`src/rtl/adder_32bit.sv`:
```
// Registered 32-bit adder built from eight 4-bit carry-lookahead groups
// and a second-level lookahead unit that resolves every group carry in parallel.
module adder_32bit (
  input  logic        clk,
  input  logic        rst_n,
  input  logic [31:0] in1,
  input  logic [31:0] in2,
  input  logic        c_in,
  output logic [31:0] sum,
  output logic        c_out
);

  logic [31:0] g;
  logic [31:0] p;
  logic [31:0] carry;
  logic [7:0]  grp_g;
  logic [7:0]  grp_p;
  logic [8:0]  grp_c;

  assign g = in1 & in2;
  assign p = in1 ^ in2;

  // First level: group generate/propagate and the carries inside each group
  for (genvar k = 0; k < 8; k++) begin : gen_group
    localparam int B = 4 * k;

    assign grp_g[k] = g[B+3]
                    | (p[B+3] & g[B+2])
                    | (p[B+3] & p[B+2] & g[B+1])
                    | (p[B+3] & p[B+2] & p[B+1] & g[B]);
    assign grp_p[k] = p[B+3] & p[B+2] & p[B+1] & p[B];

    assign carry[B]   = grp_c[k];
    assign carry[B+1] = g[B] | (p[B] & grp_c[k]);
    assign carry[B+2] = g[B+1]
                      | (p[B+1] & g[B])
                      | (p[B+1] & p[B] & grp_c[k]);
    assign carry[B+3] = g[B+2]
                      | (p[B+2] & g[B+1])
                      | (p[B+2] & p[B+1] & g[B])
                      | (p[B+2] & p[B+1] & p[B] & grp_c[k]);
  end

  // Second level: each group carry is a flat sum of products of c_in and
  // the group G/P terms, so no carry ripples from one group to the next.
  always_comb begin
    logic acc;
    logic prod;
    grp_c    = '0;
    grp_c[0] = c_in;
    for (int k = 0; k < 8; k++) begin
      acc = 1'b0;
      for (int j = 0; j <= k; j++) begin
        prod = grp_g[j];
        for (int m = j + 1; m <= k; m++) begin
          prod = prod & grp_p[m];
        end
        acc = acc | prod;
      end
      prod = c_in;
      for (int m = 0; m <= k; m++) begin
        prod = prod & grp_p[m];
      end
      grp_c[k+1] = acc | prod;
    end
  end

  always_ff @(posedge clk or negedge rst_n) begin
    if (!rst_n) begin
      sum   <= '0;
      c_out <= 1'b0;
    end else begin
      sum   <= p ^ carry;
      c_out <= grp_c[8];
    end
  end

endmodule

```
`config.mk`:
```
export PLATFORM = sky130hd
export DESIGN_NAME = adder_32bit
export DESIGN_NICKNAME = d
export VERILOG_FILES = /design/src/rtl/adder_32bit.sv
export SDC_FILE = /design/constraint.sdc
export NUM_CORES = 1
export LEC_CHECK = 0
export BUFFER_PORTS_ARGS = -buffer_cell sky130_fd_sc_hd__buf_2
export CAP_MARGIN = 15
export CORE_ASPECT_RATIO = 2
export CORE_MARGIN = 2
export CORE_UTILIZATION = 47
export DETAILED_ROUTE_END_ITERATION = 10
export PLACE_DENSITY = 0.76
export SETUP_SLACK_MARGIN = 0.4
export SLEW_MARGIN = 20
export SYNTH_ARGS = -nofsm -noshare
export SYNTH_HDL_FRONTEND = slang
export SYNTH_SLANG_ARGS = --single-unit
```
`constraint.sdc`:
```
create_clock -name clk -period 0.8 [get_ports clk]
set_input_delay 0.08 -clock clk [delete_from_list [all_inputs] [get_ports clk]]
set_output_delay 0.08 -clock clk [all_outputs]
set_load 0.01 [all_outputs]
```
==> impl_metrics.toml <==
[yosys]
syn_inst = 195
ys_seq_elements = 33
syn_area_um2 = 2190
synth-main-ff-cell = "dfrtp_1"
synth_nets = 302
ys_seq_area_share_pct = 37.7
avgSynthCellArea_um2 = 11.2
synth-async-reset-ratio_pct = 100
synth_top_area_share_pct = 37.7
synth_edf_count = 0
yosysMostFrequentCell = "dfrtp_1"
synth_common_cells = "dfrtp_1, ha_1, a21oi_1, xnor2_1"
synth_area_leaders = "dfrtp_1, ha_1, fa_1, xnor2_1, xor2_1"
ys_types = 40
yosys.area.top_type = "dfrtp_1"
yosysWarnings = 0

[routing]
firstDrtPassIters = 4
vias_per_cell = 5.55
wl_um = 8600
wl_per_cell_um = 19.8
ant_nets = 0
drt_iter0_drc = 60
num_vias = 2409
drc = 0

[clock_tree]
cts_buffers = 5
clockBufferDepth = 2
h-tree-depth = 2
clock-sinks = 33
path_clk_slew_ns = 0.07
cts_root_buffer = "clkbuf_8"
cts_tree = "done"

[finish]
layout.nets = 486
syn_to_final_growth_pct = 86.5
final_core_util_pct = 89.6
final_layout_size_suffix_gt1_share_pct = 65.7
regArea_um2 = 826
final_cell_area_um2 = 4080
antennaDiodeCount = 0
nFillCells = 203
fin_cells = 434
multi_input_area_um2 = 1770

[timing]
slew_viol_final = 0
setup_violations = 63
fin_ws_ns = -1.35
period_needed_ns = 2.15
max_freq_ghz = 0.465
relSlewSlack_pct = 74.3
min_period_over_period_pct = 269
rsz0062_at_grt = "true"
tightest_slew_ns = 0.383
hold_viol = 33
hold_slack_ns = -0.253

[worst_setup_path]
start_kind = "primary input"
cp.required_ns = 0.97
crit_path_max_fanout = 3
setup.worst_path.class = "primary input to register"
cp.arrival_ns = 2.32
crit_path_end_kind = "register"

[floorplan]
die_x_um = 52.3
row_count = 35
start_util_pct = 48.1
core_um2 = 4550
io_pins = 100
die_h_um = 101
die_area_um2 = 5250

[grt]
grt_start_max_net_pins = 34
grt_pass1_vias = 2527
grt_pass1_wl_um = 10700
antenna_found_initial = 0
overflow = 0
gr-usage-all-layers_pct = 27.5

[outcome]
status = "complete, but fails checks"
violations = "negative hold slack, negative setup slack"

[power]
power_density_nw_per_um2 = 1590
vdd.ir_drop.worst_mv = 1.43
p_leak_nw = 1.96

[placed_design]
dp_cells = 406
dp_hpwl_um = 5090
place_area_um2 = 3490
gp_congestion = 0.887
port_buffers = 99

[flow_run]
cap_violations = 0

[min_path]
hp-class = "primary input to async pin"
## logic make-up after synthesis
| logic type | Yosys count | share of synthesized area [%] |
|---|---|---|
| AO/OA/AOI/OAI | 51 | 16.9 |
| flip-flops | 33 | 37.7 |
| AND/OR/NAND/NOR | 40 | 9.66 |
| adder cells (fa/ha/maj) | 40 | 25.6 |
| buffers and inverters | 10 | 1.71 |
| XOR/XNOR | 21 | 8.40 |
## per-layer routing
| layer | GRT usage (%) | part of all wire, % |
|---|---|---|
| met1 | 24.7 | 31 |
| met2 | 54.0 | 59 |
| met3 | 4.30 | 4.8 |
| met4 | 15.2 | 5.3 |
| met5 | 0 | 0 |
## flip-flops by register name, summed over array words and instances, names as in the netlist
register	count
sum	32
c_out	1
## what timing repair did
item	CTS	global route
hold endpoints to repair	33	33
cloned	0	0
pin swaps	33	22
setup buffers	13	8
resized for setup	49	29
setup endpoints to repair	66	66
## layout by cell type (no fill, tap or decap), types with 4 or more instances in the layout
cell type | synthesis | routed
buf_2 | 0 | 78
buf_4 | 0 | 61
buf_6 | 0 | 36
dfrtp_1 | 33 | 33
ha_4 | 0 | 19
ha_1 | 32 | 13
xnor2_1 | 12 | 10
a21o_1 | 9 | 9
xor2_1 | 9 | 9
a21oi_1 | 13 | 8
nand2_1 | 10 | 8
fa_2 | 0 | 8
inv_1 | 10 | 6
clkbuf_8 | 0 | 6
o21ai_1 | 6 | 5
nor2_1 | 9 | 5
nand4_1 | 4 | 4
a21oi_2 | 0 | 4
nor3_1 | 4 | 4
nor2_2 | 1 | 4
## critical path, stage by stage
cell and delay [ns]:
buf_6 0.10, ha_4 0.23, and3_4 0.18, a221o_1 0.36, a221oi_4 0.31, a2bb2oi_2 0.22, o21ai_2 0.08, or2_1 0.24
fa_2 0.35, xor2_1 0.17
## power by group
group          internal, W  total, W  switching, W
clock network     0.000683   0.00131      0.000624
logic              0.00162   0.00306       0.00144
registers          0.00202   0.00212      0.000109
## final cells by class
cell class | count | share of cell area [%]
multi-input combinational | 152 | 43.3
timing repair buffer | 177 | 31.6
sequential | 33 | 20.2
clock buffer | 7 | 2.11
tap | 55 | 1.69
inverter | 10 | 1.10
## worst paths after layout
| path | from | endpoint | slack (ns) | cells past startpoint |
|---|---|---|---|---|
| max | in1[21] | sum[29] | -1.35 | 10 |
| min | rst_n | sum[14] | -0.25 | 2 |
| max in group asynchronous | rst_n | sum[27] | 0.86 | 2 |
| min in group clk | in2[4] | sum[4] | 0.09 | 2 |
## stage by stage
stage / power [W] / setup TNS (ns) / worst slack (ns)
after floorplan: 0.00332 / -25.29 / -1.44
after global placement: 0.00444 / -34.24 / -1.62
after detailed placement: 0.00454 / -35.54 / -1.70
after CTS: 0.00610 / -27.92 / -1.30
after global routing: 0.00679 / -34.43 / -1.41
final: 0.00649 / -32.11 / -1.35
(Power assumes the default switching activity.)
